$ cat config.mk
export PLATFORM = sky130hd
export DESIGN_NAME = mem_port_arbiter
export DESIGN_NICKNAME = d
export VERILOG_FILES = /design/src/rtl/mem_port_arbiter.sv
export SDC_FILE = /design/constraint.sdc
export NUM_CORES = 1
export LEC_CHECK = 0
export BUFFER_PORTS_ARGS = -buffer_cell sky130_fd_sc_hd__buf_2
export CELL_PAD_IN_SITES_DETAIL_PLACEMENT = 1
export CELL_PAD_IN_SITES_GLOBAL_PLACEMENT = 2
export CORE_UTILIZATION = 28
export CTS_CLUSTER_DIAMETER = 150
export DETAILED_ROUTE_END_ITERATION = 10
export GPL_TIMING_DRIVEN = 1
export PLACE_DENSITY_LB_ADDON = 0.1
export SLEW_MARGIN = 40
export SYNTH_ARGS = -nofsm -noshare
export SYNTH_HDL_FRONTEND = slang
export SYNTH_SLANG_ARGS = --single-unit
export TNS_END_PERCENT = 10
$ cat constraint.sdc
create_clock -name clk -period 5.4 [get_ports clk]
set_input_delay 1.08 -clock clk [delete_from_list [all_inputs] [get_ports clk]]
set_output_delay 1.08 -clock clk [all_outputs]
set_load 0.01 [all_outputs]
$ cat src/rtl/mem_port_arbiter.sv
// mem_port_arbiter
//   Shares a single memory port between an instruction-fetch requester (I)
//   and a data requester (D). Only one bus transaction is outstanding at a
//   time. Grants are issued combinationally while idle; the winner's request
//   is registered onto the m_* port and held until the memory accepts it.
//   Completion data is registered back to the owning side with a one-cycle
//   rvalid pulse. A fetch flushed while in flight still completes on the bus
//   but its i_rvalid pulse is suppressed.
//
// Ports
//   clk, rst                 clock (rising edge), asynchronous active-high reset
//   i_req, i_addr, i_flush   fetch request, address, jump-taken discard
//   i_gnt, i_rvalid, i_rdata fetch grant, data valid pulse, data
//   d_req, d_we, d_addr,     data request, write enable, address,
//   d_wdata, d_wstrb         write data, byte enables
//   d_gnt, d_rvalid, d_rdata data grant, completion pulse, read data
//   m_req, m_we, m_addr,     memory request (registered), write enable,
//   m_wdata, m_wstrb         address, write data, byte enables
//   m_ack, m_rvalid, m_rdata memory accept, completion, read data
module mem_port_arbiter #(
   parameter int ADDR_W = 32,
   parameter int DATA_W = 32
) (
   input  logic                clk,
   input  logic                rst,
   input  logic                i_req,
   input  logic [ADDR_W-1:0]   i_addr,
   input  logic                i_flush,
   output logic                i_gnt,
   output logic                i_rvalid,
   output logic [DATA_W-1:0]   i_rdata,
   input  logic                d_req,
   input  logic                d_we,
   input  logic [ADDR_W-1:0]   d_addr,
   input  logic [DATA_W-1:0]   d_wdata,
   input  logic [DATA_W/8-1:0] d_wstrb,
   output logic                d_gnt,
   output logic                d_rvalid,
   output logic [DATA_W-1:0]   d_rdata,
   output logic                m_req,
   output logic                m_we,
   output logic [ADDR_W-1:0]   m_addr,
   output logic [DATA_W-1:0]   m_wdata,
   output logic [DATA_W/8-1:0] m_wstrb,
   input  logic                m_ack,
   input  logic                m_rvalid,
   input  logic [DATA_W-1:0]   m_rdata
);

   typedef enum logic [1:0] {
      IDLE  = 2'd0,
      ISSUE = 2'd1,
      WAIT  = 2'd2
   } state_t;

   state_t state;
   state_t state_nxt;

   logic grant_i;
   logic grant_d;
   logic complete;
   logic flush_hit;
   logic last_d;    // 1: D won the most recent grant, 0: I did
   logic owner_d;   // side that owns the outstanding transaction
   logic drop;      // in-flight fetch has been flushed

   // Arbitration and sequencing. Grants exist only in IDLE; on contention
   // the side that did not win last time is chosen.
   always_comb begin
      state_nxt = state;
      grant_i   = 1'b0;
      grant_d   = 1'b0;
      complete  = 1'b0;
      case (state)
         IDLE: begin
            grant_d = d_req && (!i_req || !last_d);
            grant_i = i_req && !grant_d;
            if (grant_i || grant_d) state_nxt = ISSUE;
         end
         ISSUE: begin
            // m_rvalid only counts here when the accept arrives with it
            if (m_ack) begin
               if (m_rvalid) begin
                  complete  = 1'b1;
                  state_nxt = IDLE;
               end else begin
                  state_nxt = WAIT;
               end
            end
         end
         WAIT: begin
            if (m_rvalid) begin
               complete  = 1'b1;
               state_nxt = IDLE;
            end
         end
         default: state_nxt = IDLE;
      endcase
   end

   assign i_gnt = grant_i;
   assign d_gnt = grant_d;

   // A flush marks the fetch as dropped if I owns the bus or is being
   // granted this very cycle; it never touches a D transaction.
   assign flush_hit = i_flush && (grant_i || ((state != IDLE) && !owner_d));

   always_ff @(posedge clk or posedge rst) begin
      if (rst) state <= IDLE;
      else     state <= state_nxt;
   end

   always_ff @(posedge clk or posedge rst) begin
      if (rst) begin
         last_d   <= 1'b0;
         owner_d  <= 1'b0;
         drop     <= 1'b0;
         m_req    <= 1'b0;
         m_we     <= 1'b0;
         m_addr   <= '0;
         m_wdata  <= '0;
         m_wstrb  <= '0;
         i_rvalid <= 1'b0;
         d_rvalid <= 1'b0;
         i_rdata  <= '0;
         d_rdata  <= '0;
      end else begin
         i_rvalid <= 1'b0;
         d_rvalid <= 1'b0;
         // Request stays up for every ISSUE cycle and falls after the accept
         m_req    <= (state_nxt == ISSUE);

         if (grant_i || grant_d) begin
            owner_d <= grant_d;
            last_d  <= grant_d;
            if (grant_d) begin
               m_we    <= d_we;
               m_addr  <= d_addr;
               m_wdata <= d_wdata;
               m_wstrb <= d_wstrb;
            end else begin
               m_we    <= 1'b0;
               m_addr  <= i_addr;
               m_wdata <= '0;
               m_wstrb <= '1;
            end
         end

         if (complete) begin
            drop <= 1'b0;
            if (owner_d) begin
               d_rvalid <= 1'b1;
               // m_we still reflects the owner's request; writes return zero
               d_rdata  <= m_we ? '0 : m_rdata;
            end else if (!(drop || i_flush)) begin
               i_rvalid <= 1'b1;
               i_rdata  <= m_rdata;
            end
         end else if (flush_hit) begin
            drop <= 1'b1;
         end
      end
   end

endmodule

* Yosys cells after proc, flatten, opt, wreduce, memory -nomap -nowiden
Cells that the tools add are included.
** Storage, ports and cells
- Register bits after elaboration :: 140
- Latch bits :: 0
- RAM bits :: 0
- ROM bits :: 0
- Bits of input ports :: 140
- Output and inout bits :: 138
- Memories :: 0
** Cells by class
- Add/subtract/negate cells :: 0
- Multipliers :: 0
- Div/mod/pow operators :: 0
- Magnitude comparators :: 0
- Equal/unequal tests :: 3
- Shift operators :: 0
- Multiplexer cells :: 22
- Bitwise gates (word level) :: 2
- Reductions and logical operators :: 17
** Operators by type and width (number)
- 32-bit two-way mux :: 3
- 1-bit two-way mux :: 12
- 2-bit two-way mux :: 4
- 2-bit one-hot mux with 3 select lines :: 1
- 1-bit logical OR :: 5
- 2-bit by 1-bit equality test with 1-bit output, second input constant :: 2
- 1-bit logical AND :: 4
- 4-bit two-way mux :: 1
- 2-bit nonzero test :: 2
- 1-bit zero test :: 3
- 3-bit AND reduction :: 1
- 2-bit equality test, second input constant :: 1
- 2-bit zero test :: 1
- 1-bit inverter :: 2
- 1-bit one-hot mux with 2 select lines :: 1
- 2-bit AND reduction :: 1

* Depth between registers and ports, before layout
Gate-level depths: netlist (run 1).
- Depth after elaboration :: 10
- Gate-level depth with buffers :: 7
- Mapped depth without buffers :: 5

* Worst setup path after synthesis (run 1)
No wires, ideal clock.
- Path type :: input port to output port
- Start :: input i_req
- End :: output d_gnt
- Data arrival time :: 1990 ps
- Data required time :: 4320 ps
- Slack :: 2330 ps
- Stages on the path :: 5
- Buffers on the path :: 2
- Cells stage by stage :: clkbuf_1 -> a21boi_1 -> nand2_1 -> inv_2 -> buf_2
** On the way
- Longest elaborated chain between the ends :: 4
** RTL lines
- start: declaration :: RTL line 26 : input logic i_req,
- 1-bit zero test :: RTL line 76 : grant_d = d_req && (!i_req || !last_d);
- 1-bit logical OR :: RTL line 76
- 1-bit logical AND :: RTL line 76
- 1-bit two-way mux :: RTL line 74 : case (state)
- end: declaration :: RTL line 37 : output logic d_gnt,
Every way passes these cells.

* Final worst setup path (run 1)
- Start :: register state[1]
- End :: output d_gnt
** On the way
- Longest elaborated chain between the ends :: 2
** RTL lines
- start: declaration :: RTL line 56 : state_t state;
- start signal: assignment :: RTL line 110 : else state <= state_nxt;
- 2-bit zero test :: RTL line 74
- 1-bit two-way mux :: RTL line 74
Every way passes these cells.

==> metrics, run 1 <==
deepest clock path buffer count=2; CTS tree=built; Synth area leader=dfrtp_1; #FFs+latches synth=140; maximum clock frequency=between 200 and 300 MHz; fin crit period=3620 ps; Reg2Reg Setup Slack=a little under 3000 ps; via density per instance=approximately 4.6; setup TNS=0 ps; first-pass GRT wire length=28.4 mm; Max Slew Vio Count=0; Final Instance Area=8050 um^2; Slew headroom=55.9%; Placed Area=between 7000 and 8000 um^2; post-CTS setup buffers=0; worst path cell trace=inv_1, ha_1, buf_4, nand2_1, inv_2, buf_2; Overflow after GRT=0; port bufs=roughly 280; vias in the first global route=~5100; io pins=around 280; fraction of layout cells with a size suffix above 1=50.9%; most frequent cells in the layout=buf_2 (277), dfrtp_1 (140), o21ai_0 (67); worst endpoint required time=4320 ps; Slew @ Worst Pin=662 ps; P_leak=roughly 4.2 nW; worst r2r dst=m_req; Synth top area share=60.6%; min-delay src=m_addr[1]; Crit path arrival time=2540 ps; drt wl/cell=17.2 um; endpoints failing hold=0; Nets=892; initial antenna violation count=3; Initial Util=28.6%; CP max stage cell=inv_2; Hold Path Class=reg -> reg; depth of the CTS H-tree=4; Netlist cell types=31; Via Count=4746; GPL Wtd Cong=0.726; Min Hold Slack=478 ps; # clock sinks=140; Max Cap Viol=0; yosys warns=0; CP Buf/Inv Count=4; final setup vio count=0; Die Y=146 um; clock slew seen by the registers of the worst setup and hold paths=60 ps; register area share after synthesis=60.6%; Hold Path Sink=m_addr[1]; final worst-path setup slack=1780 ps; Critical Path Stages=6; most common cell after layout, fill and taps aside=buf_2; Initial DRT Pass Iterations=4; average size of a mapped cell=about 12 um^2; Setup Slack @ Placement=a little under 2000 ps; All-Layer GR Usage=17.2%; CP peak stage delay=between 500 and 600 ps; critical path class=reg -> out; worst vdd ir=approximately 0.21 mV; outcome=complete, no violations; Cell Pwr Density=596 nW/um^2; Chip Width=approximately 150 um; CP delay by family, top=buffers and inverters; Worst Setup End Kind=output pin; Cells after Synth=476; Area Overhead vs Synth=39.3%; Clk Latency, worst-skew pair=420 ps; largest net degree at the start of global routing=105; Final Util=39.8%; Worst setup SP type=flop; fin crit share=67.1%; WHS Path Cells=2; core footprint=20200 um^2; hold-fix buffers at CTS=0; Routed Antenna Nets=0; Root Driver=clkbuf_16; Starting DRT DRC Count=~110; Synth Net Count=620; row count=52; FF-to-FF Start=state[1]; Synth area leaders=dfrtp_1 (61%), mux2_2 (12%), o21ai_0 (5.8%), a22o_1 (5.0%), nor2b_1 (3.9%); drt drc=0; Resized Gates After CTS=0; Max FO, Critical Path=40; Post-Route WL=roughly 18 mm; Post-DP HPWL=12.3 mm; Filler cells=2287; RSZ-0062 raised after global routing=false; synthesized area=5780 um^2; TritonCTS buffer count=17; skew final=13.7 ps; R2R depth=6; Die ar.=21200 um^2
-- layout make-up --
class	count	area, um^2	area share (%)
flip-flops and latches	140	3500	43.5
multi-input cells	299	2120	26.3
repair buffers	286	1470	18.2
clock buffers	17	425	5.28
well taps	270	338	4.20
clock inverters	14	170	2.11
inverters	4	27.5	0.342
diodes	1	2.50	0.0311
-- cell families after synthesis --
| kind of cell | synth area share [%] |
|---|---|
| buf+inv | 3.12 |
| flops | 60.6 |
| mux | 12.5 |
| compound gates | 15.1 |
| simple gates | 7.88 |
| fa+ha+maj | 0.866 |
-- worst reg2reg max path: stages, from the launching register on --
cell      delay [ps]
dfrtp_1          440
inv_1            110
ha_1             150
buf_4            420
o21a_2           680
o32ai_1          200
nor4bb_1         330
-- worst max path at each step --
stage	slack (ps)	to	start
2_1_floorplan	570	d_rdata[0]	rst
3_3_place_gp	1980	d_gnt	d_req
3_5_place_dp	1940	d_gnt	d_req
4_1_cts	1720	d_gnt	state[1]
5_1_grt	1580	d_gnt	state[1]
6_report	1780	d_gnt	state[1]
-- metal layers --
metal | GRT usage (%) | routed length (um) | vias to the layer above
li1 | - | - | 2221
met1 | 21.0 | 7700 | 2330
met2 | 27.8 | 8480 | 171
met3 | 5.58 | 1270 | 22
met4 | 7.11 | 287 | 2
met5 | 0 | 17 | -
-- sequential cells by signal (all words and copies together), names as in the netlist --
name,flops
d_rdata,32
d_rvalid,1
drop,1
i_rdata,32
i_rvalid,1
m_addr,32
m_req,1
m_wdata,32
m_we,1
m_wstrb,4
owner_d,1
state,2
-- synthesized netlist by cell type (all sizes together) --
| library cell | count |
|---|---|
| a21bo | 1 |
| a21boi | 1 |
| a21oi | 35 |
| a22o | 33 |
| a31oi | 1 |
| and3 | 1 |
| buf | 12 |
| clkbuf | 21 |
| dfrtp | 140 |
| ha | 4 |
| inv | 4 |
| mux2 | 64 |
| nand2 | 39 |
| nand2b | 1 |
| nand3 | 1 |
| nand4 | 1 |
| nor2 | 4 |
| nor2b | 36 |
| nor3 | 1 |
| nor3b | 1 |
| nor4bb | 1 |
| o21a | 1 |
| o21ai | 68 |
| o22a | 3 |
| o32ai | 1 |
| or3 | 1 |
-- stage by stage --
stage,power [mW],instances
floorplan,2.81,476
global placement,3.59,997
detailed placement,3.67,999
CTS,4.89,1030
global route,5.15,1031
finish,4.80,1031
-- report_power, final --
group,switching (mW),leakage (nW),internal [mW]
clock network,0.465,0.282,0.726
logic,1.03,2.11,0.798
registers,0.248,1.80,1.53
total,1.74,4.19,3.06
No activity file was read; power rests on OpenSTA's default activity.
==> run 2, diff against run 1 <==
CORE_UTILIZATION = 25   (was 28)
clock period = 3.1 ns   (was 5.4 ns; I/O delays follow)
==> run 2 against run 1 <==
  * Worst setup slack lost 1200 ps
  * Sequential cell count is the same
  * Clock skew shrank 0.65 ps
  * Worst hold slack lost 220 ps
  * Utilization shrank 4.1 points
  * Routed wire length grew 5.7%
  * Count of clock-buffer cells in the layout grew 1
  * Combinational power grew 74%
  * Design area grew 0.30%
  * Power grew 74%
  * Die area grew 12%
  * Critical endpoint unchanged
==> metrics, run 2 (synthesized netlist as in run 1, its figures left out) <==
# clock sinks=140 (unchanged); RSZ-0062 raised after global routing=false (unchanged); Worst Setup End Kind=output pin (unchanged); Resized Gates After CTS=0 (unchanged); first-pass GRT wire length=30.0 mm (was 28.4 mm); Max Slew Vio Count=0 (unchanged); Nets=895 (was 892); Worst setup SP type=flop (unchanged); port bufs=277 (unchanged); depth of the CTS H-tree=4 (unchanged); Via Count=4827 (was 4746); hold-fix buffers at CTS=0 (unchanged); drt drc=0 (unchanged); io pins=278 (unchanged); P_sw=3.09 mW (was 1.74 mW); setup TNS=0 ps (unchanged); gr busiest metal=met2 (unchanged); critical path class=reg -> out (unchanged); initial antenna violation count=2 (was 3); CP max stage cell=dfrtp_1 (was inv_2); Seq pwr share=37.7% (was 37.1%); Die ar.=23700 um^2 (was 21200 um^2); row count=55 (was 52); worst vdd ir=0.354 mV (was 0.215 mV); Starting DRT DRC Count=122 (was 109); CP peak stage delay=440 ps (was 510 ps); largest net degree at the start of global routing=62 (was 105); final worst-path setup slack=621 ps (was 1780 ps); TritonCTS buffer count=17 (unchanged); GR Util met1=20.4% (was 21.0%); vias in the first global route=5341 (was 5138); Initial DRT Pass Iterations=4 (unchanged); Root Driver=clkbuf_16 (unchanged); Post-Route WL=18.8 mm (was 17.8 mm); Slew @ Worst Pin=639 ps (was 662 ps); All-Layer GR Usage=16.4% (was 17.2%); Overflow after GRT=0 (unchanged); maximum clock frequency=between 400 and 500 MHz; via density per instance=4.60 (about the same); Slew headroom=57.4% (was 55.9%); Post-DP HPWL=13.2 mm (was 12.3 mm); routing usage on met2=26.1% (was 27.8%); worst endpoint required time=2480 ps (was 4320 ps); post-CTS setup buffers=0 (unchanged); Gate power share=38.2% (was 38.1%); outcome=complete, no violations (unchanged); Sw Ratio=37.1% (was 36.3%); Int Power=5.24 mW (was 3.06 mW); fin crit share=80.0%; skew final=13.0 ps (was 13.7 ps); Hold Path Class=in -> async (was reg -> reg); worst path cell trace=inv_1, ha_1, nand2_1, inv_2, buf_2 (was inv_1, ha_1, buf_4, nand2_1, inv_2, buf_2); Die Y=154 um (was 146 um); Routed Antenna Nets=0 (unchanged); deepest clock path buffer count=2 (unchanged); GPL Wtd Cong=0.714 (was 0.726); Chip Width=154 um (was 146 um); Cell Pwr Density=1030 nW/um^2 (was 596 nW/um^2); Clk Latency, worst-skew pair=420 ps (about the same); drt wl/cell=17.9 um (was 17.2 um); Final Util=35.7% (was 39.8%); Max Cap Viol=0 (unchanged); Crit path arrival time=1860 ps (was 2540 ps); Setup Slack @ Placement=939 ps (was 1940 ps); core footprint=22600 um^2 (was 20200 um^2); Initial Util=25.5% (was 28.6%); fraction of layout cells with a size suffix above 1=50.9% (about the same); P_leak=4.20 nW (was 4.19 nW); CTS tree=built (unchanged); most common cell after layout, fill and taps aside=buf_2 (unchanged); Max FO, Critical Path=9 (was 40); endpoints failing hold=0 (unchanged); most frequent cells in the layout=buf_2 (277), dfrtp_1 (140), o21ai_0 (67) (unchanged); R2R depth=6 (unchanged); Area Overhead vs Synth=39.7% (was 39.3%); fin crit period=around 2500 ps; final setup vio count=0 (unchanged); clock slew seen by the registers of the worst setup and hold paths=60 ps (about the same); Clock Power Share=24.1% (was 24.8%); GR Util met3=5.38% (was 5.58%)
==> run 2: final timing paths <==
kind                       startpoint     endpoint  slack [ps]
setup / recovery             state[1]        d_gnt         620
hold / removal                    rst  i_rdata[25]         260
setup reg to reg             state[1]  d_rdata[24]        1020
hold reg to reg            m_wstrb[0]   m_wstrb[0]         470
max in group asynchronous         rst   d_rdata[1]        2120
min in group clk                 d_we         m_we         410
==> run 2: through the flow <==
stage          cell area, um^2  instances  total power [mW]  hold slack [ps]
2_1_floorplan             5780        476              4.90              505
3_3_place_gp              7500       1017              6.34              448
3_5_place_dp              7500       1017              6.45              456
4_1_cts                   8070       1048              8.52              256
5_1_grt                   8070       1048              8.99              285
6_report                  8080       1050              8.34              259
==> run 2: layout make-up <==
cell class / count / area (um^2)
fillers: 2559 / 14600
flip-flops and latches: 140 / 3500
multi-input cells: 299 / 2120
repair buffers: 289 / 1500
clock buffers: 18 / 429
well taps: 285 / 357
clock inverters: 13 / 143
inverters: 4 / 18.8
diodes: 2 / 5.00
==> run 2: power groups by stage <==
stage	Combinational [mW]	Clock (mW)	Sequential [mW]
after floorplan	1.38	0	3.52
after global placement	3.19	0	3.15
after detailed placement	3.27	0	3.18
after CTS	3.27	2.08	3.17
after global routing	3.53	2.17	3.28
final	3.18	2.01	3.14
==> run 2: metal layers <==
metal | part of all wire (%) | wire length (um)
met1 | 43 | 8130
met2 | 47 | 8810
met3 | 7.5 | 1400
met4 | 2.3 | 432
met5 | 0 | 0
==> run 2: critical path, delay by kind of cell (launching register included) <==
kind | cells | cell delay (ps)
DFF | 1 | 440
adders and majority gates | 1 | 400
buffers and inverters | 3 | 340
and+or+nand+nor | 1 | 270
==> run 3, diff against run 2 <==
clock period = 2 ns   (was 3.1 ns; I/O delays follow)
==> run 3 against run 2 <==
  * Critical endpoint is now i_gnt
  * Largest power group unchanged
  * Largest cell class unchanged
  * Non-clock buffer count is 12 higher
  * Sequential cell count unchanged
  * Clock power grew 44%
  * Worst setup slack worse by 520 ps
==> metrics, run 3 (synthesized netlist as in run 1, its figures left out) <==
core footprint=22600 um^2 (unchanged); Max FO, Critical Path=13 (was 9); vias in the first global route=5197 (was 5341); # clock sinks=140 (unchanged); Area Overhead vs Synth=42.2% (was 39.7%); CP peak stage delay=400 ps (was 440 ps); io pins=278 (unchanged); fin crit period=1900 ps; port bufs=277 (unchanged); Die Y=154 um (unchanged); Max Slew Vio Count=0 (unchanged); Slew headroom=65.7% (was 57.4%); Hold Path Class=in -> async (unchanged); Filler cells=2582 (was 2559); final setup vio count=0 (unchanged); Clock Power Share=22.2% (was 24.1%); critical path class=reg -> out (unchanged); Int Power=8.21 mW (was 5.24 mW); TritonCTS buffer count=17 (unchanged); fin crit share=95.0%; Clk Latency, worst-skew pair=410 ps (was 420 ps); Placed Area=7610 um^2 (was 7500 um^2); Post-DP HPWL=13.4 mm (was 13.2 mm); Nets=907 (was 895); largest net degree at the start of global routing=84 (was 62); deepest clock path buffer count=2 (unchanged); Sw Ratio=37.2% (was 37.1%); maximum clock frequency=526 MHz; P_leak=4.25 nW (was 4.20 nW); Final Util=36.3% (was 35.7%); depth of the CTS H-tree=4 (unchanged); CP max stage cell=dfrtp_1 (unchanged); CTS tree=built (unchanged); Worst Setup End Kind=output pin (unchanged); GPL Wtd Cong=0.715 (was 0.714); worst vdd ir=0.523 mV (was 0.354 mV); hold-fix buffers at CTS=0 (unchanged); CP delay by family, top=flip-flops (unchanged); Die ar.=23700 um^2 (unchanged); Chip Width=154 um (unchanged); Overflow after GRT=0 (unchanged); Cell Pwr Density=1590 nW/um^2 (was 1030 nW/um^2); Routed Antenna Nets=0 (unchanged); Crit path arrival time=1500 ps (was 1860 ps); Initial Util=25.5% (unchanged); first-pass GRT wire length=29.7 mm (was 30.0 mm); most common cell after layout, fill and taps aside=buf_2 (unchanged); fraction of layout cells with a size suffix above 1=51.9% (was 50.9%); most frequent cells in the layout=buf_2 (277), dfrtp_1 (140), o21ai_0 (67) (unchanged); Slew @ Worst Pin=514 ps (was 639 ps); via density per instance=4.53 (was 4.60); Root Driver=clkbuf_16 (unchanged); Post-Route WL=18.7 mm (was 18.8 mm); Seq pwr share=37.1% (was 37.7%); outcome=complete, no violations (unchanged); Worst setup SP type=flop (unchanged); All-Layer GR Usage=16.2% (was 16.4%); Starting DRT DRC Count=156 (was 122); row count=55 (unchanged); initial antenna violation count=1 (was 2); worst path cell trace=inv_2, ha_4, buf_12, and3_1, buf_2 (was inv_1, ha_1, nand2_1, inv_2, buf_2); CP Buf/Inv Count=3 (unchanged); clock slew seen by the registers of the worst setup and hold paths=60 ps (about the same); P_sw=4.86 mW (was 3.09 mW); worst endpoint required time=1600 ps (was 2480 ps); Gate power share=40.7% (was 38.2%); Final Instance Area=8220 um^2 (was 8080 um^2); Max Cap Viol=0 (unchanged); setup TNS=0 ps (unchanged); skew final=11.1 ps (was 13.0 ps); drt wl/cell=17.7 um (was 17.9 um); Via Count=4814 (was 4827); total power=13.1 mW (was 8.34 mW); endpoints failing hold=0 (unchanged); drt drc=0 (unchanged); Initial DRT Pass Iterations=4 (unchanged)
==> run 3: changes by cell type in the layout (fill, tap and decap cells not counted), moves of 3 or more <==
cell,change
buf_12,+6
buf_4,+6
clkinv_4,-3
clkinvlp_4,+3
==> run 3: worst paths after layout <==
kind / from / end / slack (ps) / cells after the start
worst max-delay path: state[0] / i_gnt / 100 / 5
worst min register to register: m_wstrb[0] / m_wstrb[0] / 460 / 2
worst max register to register: state[0] / i_rdata[25] / 150 / 7
worst min-delay path: rst / m_wdata[26] / 110 / 3
max in group asynchronous: rst / m_wstrb[0] / 1470 / 3
min in group clk: d_wstrb[2] / m_wstrb[2] / 200 / 2
==> run 3: metrics by stage <==
step,worst slack (ps),cells,hold slack (ps)
6_report,99.2,1062,109
5_1_grt,-0.0862,1061,120
4_1_cts,19.7,1057,104
3_5_place_dp,109,1023,455
3_3_place_gp,170,1023,448
2_1_floorplan,-149,476,505
==> run 3: layout make-up <==
type / count / area [um^2] / share of cell area (%)
inverter: 4 / 18.8 / 0.228
timing repair buffer: 301 / 1670 / 20.3
tap: 285 / 357 / 4.34
clock inverter: 11 / 86.3 / 1.05
clock buffer: 21 / 450 / 5.48
antenna: 1 / 2.50 / 0.0305
multi-input combinational: 299 / 2130 / 26.0
sequential: 140 / 3500 / 42.6
==> run 3: tightest hold or removal path, delay by kind of cell <==
kind | cells | cell delay, ps
buffers and inverters | 3 | 500
==> run 3: power by group through the flow <==
stage,sequential (mW),clock (mW),combinational (mW)
3_5_place_dp,4.92,0,5.26
6_report,4.85,2.90,5.32
4_1_cts,4.89,3.03,5.37
3_3_place_gp,4.86,0,5.13
2_1_floorplan,5.45,0,2.14
5_1_grt,5.05,3.12,5.84
==> run 3: repair_timing <==
action / in CTS / in global routing
pin swaps: 1 / 1
resized for setup: 8 / 0
setup buffers: 2 / 4
endpoints found under the setup margin: 2 / 9
==> run 3: per-layer routing <==
metal  GRT usage (%)  part of all wire [%]  wire length (um)
met5               0                     0                 0
met2            26.6                    48              9020
met1            20.1                    44              8230
met4            4.33                  0.92               172
met3            5.55                   7.1              1330
